==> src/rtl/ddr_prog_dly_se_cfg_seq.sv <==
// Config sequencer for a single-ended programmable delay cell.
// Takes a target {gear, ena, ctrl} over a valid/ready handshake and walks the
// cell there glitch-free: ctrl moves one LSB at a time while enabled, gear only
// changes while disabled, and every config change is followed by a
// programmable settle wait.
//
// Ports:
//   i_clk, i_rst     clock; synchronous active-high reset
//   i_req_valid      request valid
//   o_req_ready      request ready (IDLE only)
//   i_req_ctrl       target delay code
//   i_req_gear       target gear
//   i_req_ena        target enable
//   i_settle_cyc     settle cycles after each change, latched at accept
//   o_busy           sequencer not idle
//   o_done           one-cycle pulse when the target is reached
//   o_prog_dly_cfg   registered {gear, ena, ctrl} to the delay cell
module ddr_prog_dly_se_cfg_seq #(
  parameter int unsigned CTRL_W   = 6,
  parameter int unsigned GEAR_W   = 2,
  parameter int unsigned SETTLE_W = 4,
  parameter int unsigned RST_GEAR = 0,
  parameter int unsigned PWIDTH   = CTRL_W + 1 + GEAR_W
) (
  input  logic                i_clk,
  input  logic                i_rst,
  input  logic                i_req_valid,
  output logic                o_req_ready,
  input  logic [CTRL_W-1:0]   i_req_ctrl,
  input  logic [GEAR_W-1:0]   i_req_gear,
  input  logic                i_req_ena,
  input  logic [SETTLE_W-1:0] i_settle_cyc,
  output logic                o_busy,
  output logic                o_done,
  output logic [PWIDTH-1:0]   o_prog_dly_cfg
);

  typedef enum logic [2:0] {
    StIdle,
    StDis,
    StLoad,
    StEna,
    StStep,
    StSettle,
    StDone
  } state_e;

  state_e state_q, state_d;
  state_e resume_q, resume_d;

  logic [CTRL_W-1:0]   ctrl_q, ctrl_d;
  logic                ena_q, ena_d;
  logic [GEAR_W-1:0]   gear_q, gear_d;
  logic [CTRL_W-1:0]   tgt_ctrl_q, tgt_ctrl_d;
  logic [GEAR_W-1:0]   tgt_gear_q, tgt_gear_d;
  logic                tgt_ena_q, tgt_ena_d;
  logic [SETTLE_W-1:0] n_q, n_d;
  logic [SETTLE_W-1:0] cnt_q, cnt_d;

  // An action state that changed the config raises adv; the common tail below
  // either moves straight to adv_to or parks in SETTLE for n_q cycles first.
  logic   adv;
  state_e adv_to;

  always_comb begin
    state_d    = state_q;
    resume_d   = resume_q;
    ctrl_d     = ctrl_q;
    ena_d      = ena_q;
    gear_d     = gear_q;
    tgt_ctrl_d = tgt_ctrl_q;
    tgt_gear_d = tgt_gear_q;
    tgt_ena_d  = tgt_ena_q;
    n_d        = n_q;
    cnt_d      = cnt_q;
    adv        = 1'b0;
    adv_to     = StIdle;

    unique case (state_q)
      StIdle: begin
        if (i_req_valid) begin
          tgt_ctrl_d = i_req_ctrl;
          tgt_gear_d = i_req_gear;
          tgt_ena_d  = i_req_ena;
          n_d        = i_settle_cyc;
          if (!i_req_ena) begin
            state_d = StDis;
          end else if (!ena_q) begin
            state_d = StLoad;
          end else if (i_req_gear != gear_q) begin
            state_d = StDis;
          end else begin
            state_d = StStep;
          end
        end
      end
      StDis: begin
        ena_d  = 1'b0;
        adv    = 1'b1;
        adv_to = StLoad;
      end
      StLoad: begin
        // ena is already low here, so the gear switch is glitch-free.
        gear_d = tgt_gear_q;
        ctrl_d = tgt_ctrl_q;
        adv    = 1'b1;
        adv_to = tgt_ena_q ? StEna : StDone;
      end
      StEna: begin
        ena_d  = 1'b1;
        adv    = 1'b1;
        adv_to = StDone;
      end
      StStep: begin
        if (ctrl_q < tgt_ctrl_q) begin
          ctrl_d = ctrl_q + CTRL_W'(1);
          adv    = 1'b1;
          adv_to = StStep;
        end else if (ctrl_q > tgt_ctrl_q) begin
          ctrl_d = ctrl_q - CTRL_W'(1);
          adv    = 1'b1;
          adv_to = StStep;
        end else begin
          state_d = StDone;
        end
      end
      StSettle: begin
        if (cnt_q <= SETTLE_W'(1)) begin
          state_d = resume_q;
        end else begin
          cnt_d = cnt_q - SETTLE_W'(1);
        end
      end
      StDone: begin
        state_d = StIdle;
      end
      default: begin
        state_d = StIdle;
      end
    endcase

    if (adv) begin
      if (n_q == '0) begin
        state_d = adv_to;
      end else begin
        state_d  = StSettle;
        resume_d = adv_to;
        cnt_d    = n_q;
      end
    end
  end

  always_ff @(posedge i_clk) begin
    if (i_rst) begin
      state_q    <= StIdle;
      resume_q   <= StIdle;
      ctrl_q     <= '0;
      ena_q      <= 1'b0;
      gear_q     <= GEAR_W'(RST_GEAR);
      tgt_ctrl_q <= '0;
      tgt_gear_q <= '0;
      tgt_ena_q  <= 1'b0;
      n_q        <= '0;
      cnt_q      <= '0;
    end else begin
      state_q    <= state_d;
      resume_q   <= resume_d;
      ctrl_q     <= ctrl_d;
      ena_q      <= ena_d;
      gear_q     <= gear_d;
      tgt_ctrl_q <= tgt_ctrl_d;
      tgt_gear_q <= tgt_gear_d;
      tgt_ena_q  <= tgt_ena_d;
      n_q        <= n_d;
      cnt_q      <= cnt_d;
    end
  end

  assign o_req_ready    = (state_q == StIdle);
  assign o_busy         = (state_q != StIdle);
  assign o_done         = (state_q == StDone);
  assign o_prog_dly_cfg = {gear_q, ena_q, ctrl_q};

endmodule

==> config.mk <==
export PLATFORM = sky130hd
export DESIGN_NAME = ddr_prog_dly_se_cfg_seq
export DESIGN_NICKNAME = d
export VERILOG_FILES = /design/src/rtl/ddr_prog_dly_se_cfg_seq.sv
export SDC_FILE = /design/constraint.sdc
export NUM_CORES = 1
export LEC_CHECK = 0
export BUFFER_PORTS_ARGS = -buffer_cell sky130_fd_sc_hd__buf_2
export CAP_MARGIN = 20
export CORE_MARGIN = 1.5
export CORE_UTILIZATION = 55
export CTS_BUF_LIST = sky130_fd_sc_hd__clkbuf_8
export DETAILED_ROUTE_END_ITERATION = 16
export PLACE_DENSITY = 0.77
export SLEW_MARGIN = 20
export SYNTH_ARGS = -nofsm -noshare
export SYNTH_HDL_FRONTEND = slang
export SYNTH_SLANG_ARGS = --single-unit
==> constraint.sdc <==
create_clock -name i_clk -period 3.61 [get_ports i_clk]
set_input_delay 0.361 -clock i_clk [delete_from_list [all_inputs] [get_ports i_clk]]
set_output_delay 0.361 -clock i_clk [all_outputs]
set_load 0.01 [all_outputs]
==> impl_metrics.ini, run 1 <==
[placement]
io_buffer_count = 27
globalplace.congestion = 0.815
dp_hpwl_um = 2950

[global_routing]
antenna_found_initial = 0
grt_pass1_vias = 1620
grtUsageTotal_pct = 22.8
grtUsageMet2_pct = 32.2
grt_use_met3_pct = 5.23
grt-busiest-layer = met1
grt_pass1_wl_um = 7200
use_met1_pct = 33.0
grt_max_degree = 33
grt_overflow_total = 0

[timing]
finalCritPeriodShare_pct = 81.8
slew_violations = 0
max_slew_margin_pct = 57.3
setup_tns_ns = 0
period_minus_slack_ns = 2.95
skew_ns = 0.00638
setup-violations-final = 0
worst-slew-pin-transition_ns = 0.640
finalHoldViolCount = 0
rsz0062_at_grt = no
fmax_mhz = 339

[yosys]
ys_seq_elements = 32
synth_edf_count = 0
syn-instance-count = 244
syn-cell-area_sq_um = 1970
async_flop_share_pct = 0
yosysWarnings = 0
synthTopCellsByArea = dfxtp_1 (32%), nand2_1 (8.0%), a21oi_1 (7.9%)
yosys_most_used_dff = dfxtp_1
yosysSeqAreaShare_pct = 32.5
ys_types = 57
synth_area_per_cell_sq_um = 8.08
yosysTopAreaCellShare_pct = 32.5
syn-num-nets = 273
synth_area_leader_cell = dfxtp_1

[critical_path]
rrSetupSlack_ns = 0.66
r2r_cells = 12
cp-end-kind = flip-flop
r2r_start = tgt_ctrl_q[5]$_SDFFE_PP0P_
cp_data_required_time_ns = 3.76
crit_type = flip-flop to flip-flop
crit_path_start_kind = flip-flop
arrival_ns = 3.10
r2r_end = ctrl_q[5]$_SDFFE_PP0P_
critPathMaxFanout = 6

[pwr]
p_seq_share_pct = 26.7
intPower_mw = 1.14
power_density_nw_per_um2 = 928
power.share.clock_pct = 18.5
ir_worst_vdd_mv = 0.430
p_switching_mw = 0.934
p_leak_nw = 0.948
swShare_pct = 45.0
power_frac_comb_pct = 54.8

[clock_tree]
post_cts_buffers = 0
clkSlewWorstSetupHoldPaths_ns = 0.07
htree_levels = 2
clock_path_buffers = 2
cts_tree = yes
post_cts_resized = 0
root_buffer = clkbuf_8
clock_latency_ns = 0.29
cts_buffers = 5
clock-sinks = 32
holdBufCountCts = 0

[route]
routed_wl_um = 4160
vias = 1798
routedWlPerCell_um = 13.2
routed_via_density = 5.71
detail_route.first_pass.iterations = 4
drc = 0
dr.first_iter.drc_count = 142
ant_nets = 0

[floorplanning]
fp.dieH_um = 62.9
core-area_sq_um = 3390
die_width_um = 62.9
fp-row-count = 21
ios = 28
initial_utilization_pct = 58.2
die_area_sq_um = 3950

[layout]
fill_cells = 290
antenna_cells = 0
nets = 297
area_growth_pct = 13.5
layout-drive-gt1-share_pct = 19.7
fin_util_pct = 66.0

[hold_path]
min_from = i_req_ctrl[2]
hold_class = input port to flip-flop
hold_depth = 3
holdPathEnd = tgt_ctrl_q[2]$_SDFFE_PP0P_

[status]
status = complete, no violations

[flow_run]
max_cap_violations = 0
[per-stage QoR]
stage	std cells	power (mW)	setup WS [ns]	area, sq um	hold slack, ns
after floorplan	244	1.46	0.917	1970	0.436
after global placement	307	1.67	0.781	2110	0.444
after detailed placement	307	1.68	0.703	2110	0.449
after CTS	315	2.07	0.687	2240	0.302
after global routing	315	2.25	0.364	2240	0.314
final	315	2.08	0.659	2240	0.300
[cells by family (layout without fill, tap and decap cells)]
kind of cell               Yosys count  in the layout  synth area share, %
xor gates and xnor gates             7              7                 3.11
adders and majority gates           13             13                 8.63
buffers and inverters               24             49                 5.52
AOI/OAI and AO/OA                   72             72                 25.9
DFF                                 32             32                 32.5
muxes                                4              4                 2.09
and+or+nand+nor                     92             92                 22.3
[synth_stat cells (2+ instances only)]
library cell,count
nor2_1,25
a311oi_1,2
o21ai_0,9
nor3_1,5
buf_4,2
nand2_1,42
a21oi_2,2
clkbuf_1,5
nand3_1,2
mux2i_1,3
xor2_1,2
a21o_1,3
a211oi_1,4
ha_1,12
xnor2_1,5
buf_2,3
or3_1,2
and2_1,2
inv_1,12
a21oi_1,31
a2111oi_2,2
a31oi_1,2
dfxtp_1,32
nor2b_1,2
[metal layers]
layer  share of wire [%]  up-vias
met3                 4.7       10
met1                  51      831
met5                   0        -
met4                 2.2        0
li1                    -      911
met2                  42       46
[worst max-delay path by stage]
stage | cells after the start | slack, ns | start | to
floorplan | 11 | 0.92 | ctrl_q[5]$_SDFFE_PP0P_ | ctrl_q[5]$_SDFFE_PP0P_
global placement | 12 | 0.78 | tgt_ctrl_q[5]$_SDFFE_PP0P_ | ctrl_q[5]$_SDFFE_PP0P_
detailed placement | 12 | 0.70 | tgt_ctrl_q[5]$_SDFFE_PP0P_ | ctrl_q[5]$_SDFFE_PP0P_
CTS | 12 | 0.69 | tgt_ctrl_q[5]$_SDFFE_PP0P_ | ctrl_q[5]$_SDFFE_PP0P_
global route | 12 | 0.36 | tgt_ctrl_q[5]$_SDFFE_PP0P_ | ctrl_q[5]$_SDFFE_PP0P_
finish | 12 | 0.66 | tgt_ctrl_q[5]$_SDFFE_PP0P_ | ctrl_q[5]$_SDFFE_PP0P_
[critical path: stages, from the launching register on]
cell,delay [ns]
dfxtp_1,0.36
inv_1,0.06
ha_1,0.31
a41o_1,0.25
a21oi_2,0.21
nand2_1,0.23
ha_1,0.33
a21o_1,0.17
a21oi_1,0.22
o21bai_1,0.09
a21oi_1,0.20
nor4b_1,0.34
a2111oi_2,0.06
[cell type report]
type	instances	area, sq um	share of cell area (%)
clock buffer	7	96.3	4.30
clock inverter	1	30.0	1.34
inverter	13	48.8	2.18
multi-input combinational	188	1220	54.6
sequential	32	641	28.6
tap	46	57.6	2.57
timing repair buffer	28	143	6.37
[power by group through the flow]
stage	Combinational, mW	Sequential [mW]	Clock [mW]
floorplan	0.942	0.517	0
global placement	1.11	0.558	0
detailed placement	1.12	0.560	0
CTS	1.13	0.552	0.387
global route	1.28	0.572	0.401
finish	1.14	0.554	0.385
[sequential cells by signal, summed over array words and instances (netlist names)]
register / cells
tgt_ctrl_q: 6
resume_q: 3
ena_q: 1
state_q: 3
cnt_q: 4
ctrl_q: 6
gear_q: 2
n_q: 4
tgt_gear_q: 2
tgt_ena_q: 1
[cells in the final DEF, fill, tap and decap left out, types with 3 or more instances in the layout]
cell type	synthesis	final
a211oi_1	4	4
a21o_1	3	3
a21oi_1	31	31
buf_2	3	27
clkbuf_8	0	7
dfxtp_1	32	32
ha_1	12	12
inv_1	12	12
mux2i_1	3	3
nand2_1	42	42
nor2_1	25	25
nor3_1	5	5
o21ai_0	9	9
xnor2_1	5	5
No activity file was read; power rests on OpenSTA's default activity.
==> inputs of run 2 (changes only) <==
--- a/config.mk
+++ b/config.mk
@@ -8,10 +8,10 @@
 export BUFFER_PORTS_ARGS = -buffer_cell sky130_fd_sc_hd__buf_2
 export CAP_MARGIN = 20
 export CORE_MARGIN = 1.5
-export CORE_UTILIZATION = 55
+export CORE_UTILIZATION = 53
 export CTS_BUF_LIST = sky130_fd_sc_hd__clkbuf_8
 export DETAILED_ROUTE_END_ITERATION = 16
-export PLACE_DENSITY = 0.77
+export PLACE_DENSITY = 0.78
 export SLEW_MARGIN = 20
 export SYNTH_ARGS = -nofsm -noshare
 export SYNTH_HDL_FRONTEND = slang
==> constraint.sdc (replaced) <==
create_clock -name i_clk -period 2.5 [get_ports i_clk]
set_input_delay 0.25 -clock i_clk [delete_from_list [all_inputs] [get_ports i_clk]]
set_output_delay 0.25 -clock i_clk [all_outputs]
set_load 0.01 [all_outputs]
==> impl_metrics.ini, run 2 (synthesis gave the netlist of run 1 again) <==
[status]
status = finished, violations left
violations = setup timing

[layout]
layout-drive-gt1-share_pct = 29.5
reg_top3 = ctrl_q x6, tgt_ctrl_q x6
antenna_cells = 0
final_cell_mix = nand2_1 (41), a21oi_1 (29), buf_2 (27)
area_growth_pct = 20.3
nets = 309
final_common_cell = nand2_1

[placement]
dp_hpwl_um = 3220
globalplace.congestion = 0.842
io_buffer_count = 27

[timing]
max_slew_margin_pct = 57.3
finalCritPeriodShare_pct = 100
worst-slew-pin-transition_ns = 0.639
slew_violations = 0
setup_tns_ns = -0.00169
hold_slack_ns = 0.188
layout_setup_ws_ns = -0.00169
setup-violations-final = 1
skew_ns = 0.00410
rsz0062_at_grt = yes
period_minus_slack_ns = 2.50
finalHoldViolCount = 0
fmax_mhz = 400

[clock_tree]
clock_latency_ns = 0.29
clock_path_buffers = 2
clkSlewWorstSetupHoldPaths_ns = 0.07
clock-sinks = 32
cts_tree = yes
htree_levels = 2
root_buffer = clkbuf_8
cts_buffers = 5

[floorplanning]
fp.dieH_um = 64.0
die_width_um = 64.0
fp-row-count = 21
die_area_sq_um = 4100
core-area_sq_um = 3440
ios = 28
initial_utilization_pct = 57.3

[route]
ant_nets = 0
dr.first_iter.drc_count = 123
vias = 1843
routedWlPerCell_um = 14.0
routed_via_density = 5.64
detail_route.first_pass.iterations = 4
drc = 0
routed_wl_um = 4590

[global_routing]
grt_pass1_vias = 1640
antenna_found_initial = 0
grt_pass1_wl_um = 7730
grt_max_degree = 33
grt_overflow_total = 0
grtUsageTotal_pct = 24.0

[critical_path]
crit_slowest_cell = dfxtp_1
crit_path_start_kind = flip-flop
slowest_delay_ns = 0.33
critPathMaxFanout = 4
path_buf_inv = 1
cp-end-kind = flip-flop
cp_data_required_time_ns = 2.64
crit_family = compound AO/OA/AOI/OAI gates
path_common_cell = a21oi_2
arrival_ns = 2.64
crit_type = flip-flop to flip-flop
path_cells = inv_1, ha_4, a21o_1, a21oi_2, nand2_2, ha_4, a21o_1, a21oi_2, o21bai_1, a21oi_2, nor4b_2, a2111oi_2

[pwr]
ir_worst_vdd_mv = 0.654
p_leak_nw = 0.997
power_density_nw_per_um2 = 1330

[hold_path]
hold_class = input port to flip-flop

[flow_run]
max_cap_violations = 0
==> run 2: cell types whose count changed in the layout (fill, tap and decap cells not counted), sizes merged <==
cell      before  now
buf           28   40
clkbuf         7    5
bufinv         1    0
clkinv         0    1
clkinvlp       0    1
inv           13   14
==> run 2: what timing repair did <==
item / CTS / global route
buffers inserted: 0 / 2
pin swaps: 1 / 7
hold buffers: 0 / 0
resized for setup: 2 / 10
endpoints found under the setup margin: 2 / 2
==> run 2: metal layers <==
layer / GRT usage (%) / wire length (um) / vias to the layer above
met5: 0 / 0 / -
li1: - / - / 928
met1: 34.3 / 2210 / 852
met2: 35.8 / 2070 / 54
met4: 7.61 / 74 / 0
met3: 5.28 / 233 / 9
==> run 2: final timing paths <==
kind | start | to | slack, ns | cells after the start
setup / recovery | tgt_ctrl_q[4]$_SDFFE_PP0P_ | ctrl_q[5]$_SDFFE_PP0P_ | -0.002 | 12
hold / removal | i_req_ctrl[2] | tgt_ctrl_q[2]$_SDFFE_PP0P_ | 0.19 | 3
setup reg to reg | tgt_ctrl_q[4]$_SDFFE_PP0P_ | ctrl_q[5]$_SDFFE_PP0P_ | -0.002 | 12
hold reg to reg | tgt_gear_q[1]$_SDFFE_PP0P_ | tgt_gear_q[1]$_SDFFE_PP0P_ | 0.45 | 2
==> run 2: final cells by class <==
class,instances,area (sq um)
clock inverters,3,20.0
flip-flops and latches,32,648
inverters,13,48.8
multi-input cells,188,1300
fillers,303,1070
well taps,46,57.6
repair buffers,40,233
clock buffers,5,68.8
==> run 2: report_power, final <==
group	internal (mW)	switching, mW	total [mW]
combinational	0.853	1.13	1.98
clock	0.193	0.198	0.391
sequential	0.639	0.153	0.792
==> run 2: worst reg2reg max path, stage by stage, from the launching register on <==
cell and delay [ns]:
dfxtp_1 0.33, inv_1 0.06, ha_4 0.22, a21o_1 0.19, a21oi_2 0.20, nand2_2 0.13, ha_4 0.22, a21o_1 0.17
a21oi_2 0.19, o21bai_1 0.12, a21oi_2 0.18, nor4b_2 0.28, a2111oi_2 0.07
==> run 2: through the flow <==
stage / setup slack [ns] / std cells / utilization, % / power (mW) / instance area (sq um)
floorplan: 0.0368 / 244 / - / 2.18 / 2010
global placement: 0.0503 / 317 / 64.7 / 2.60 / 2230
detailed placement: -0.0560 / 317 / 64.7 / 2.64 / 2230
CTS: -0.0374 / 325 / 67.5 / 3.06 / 2320
global route: -0.0981 / 327 / 68.9 / 3.44 / 2370
finish: -0.00169 / 327 / 68.9 / 3.17 / 2370
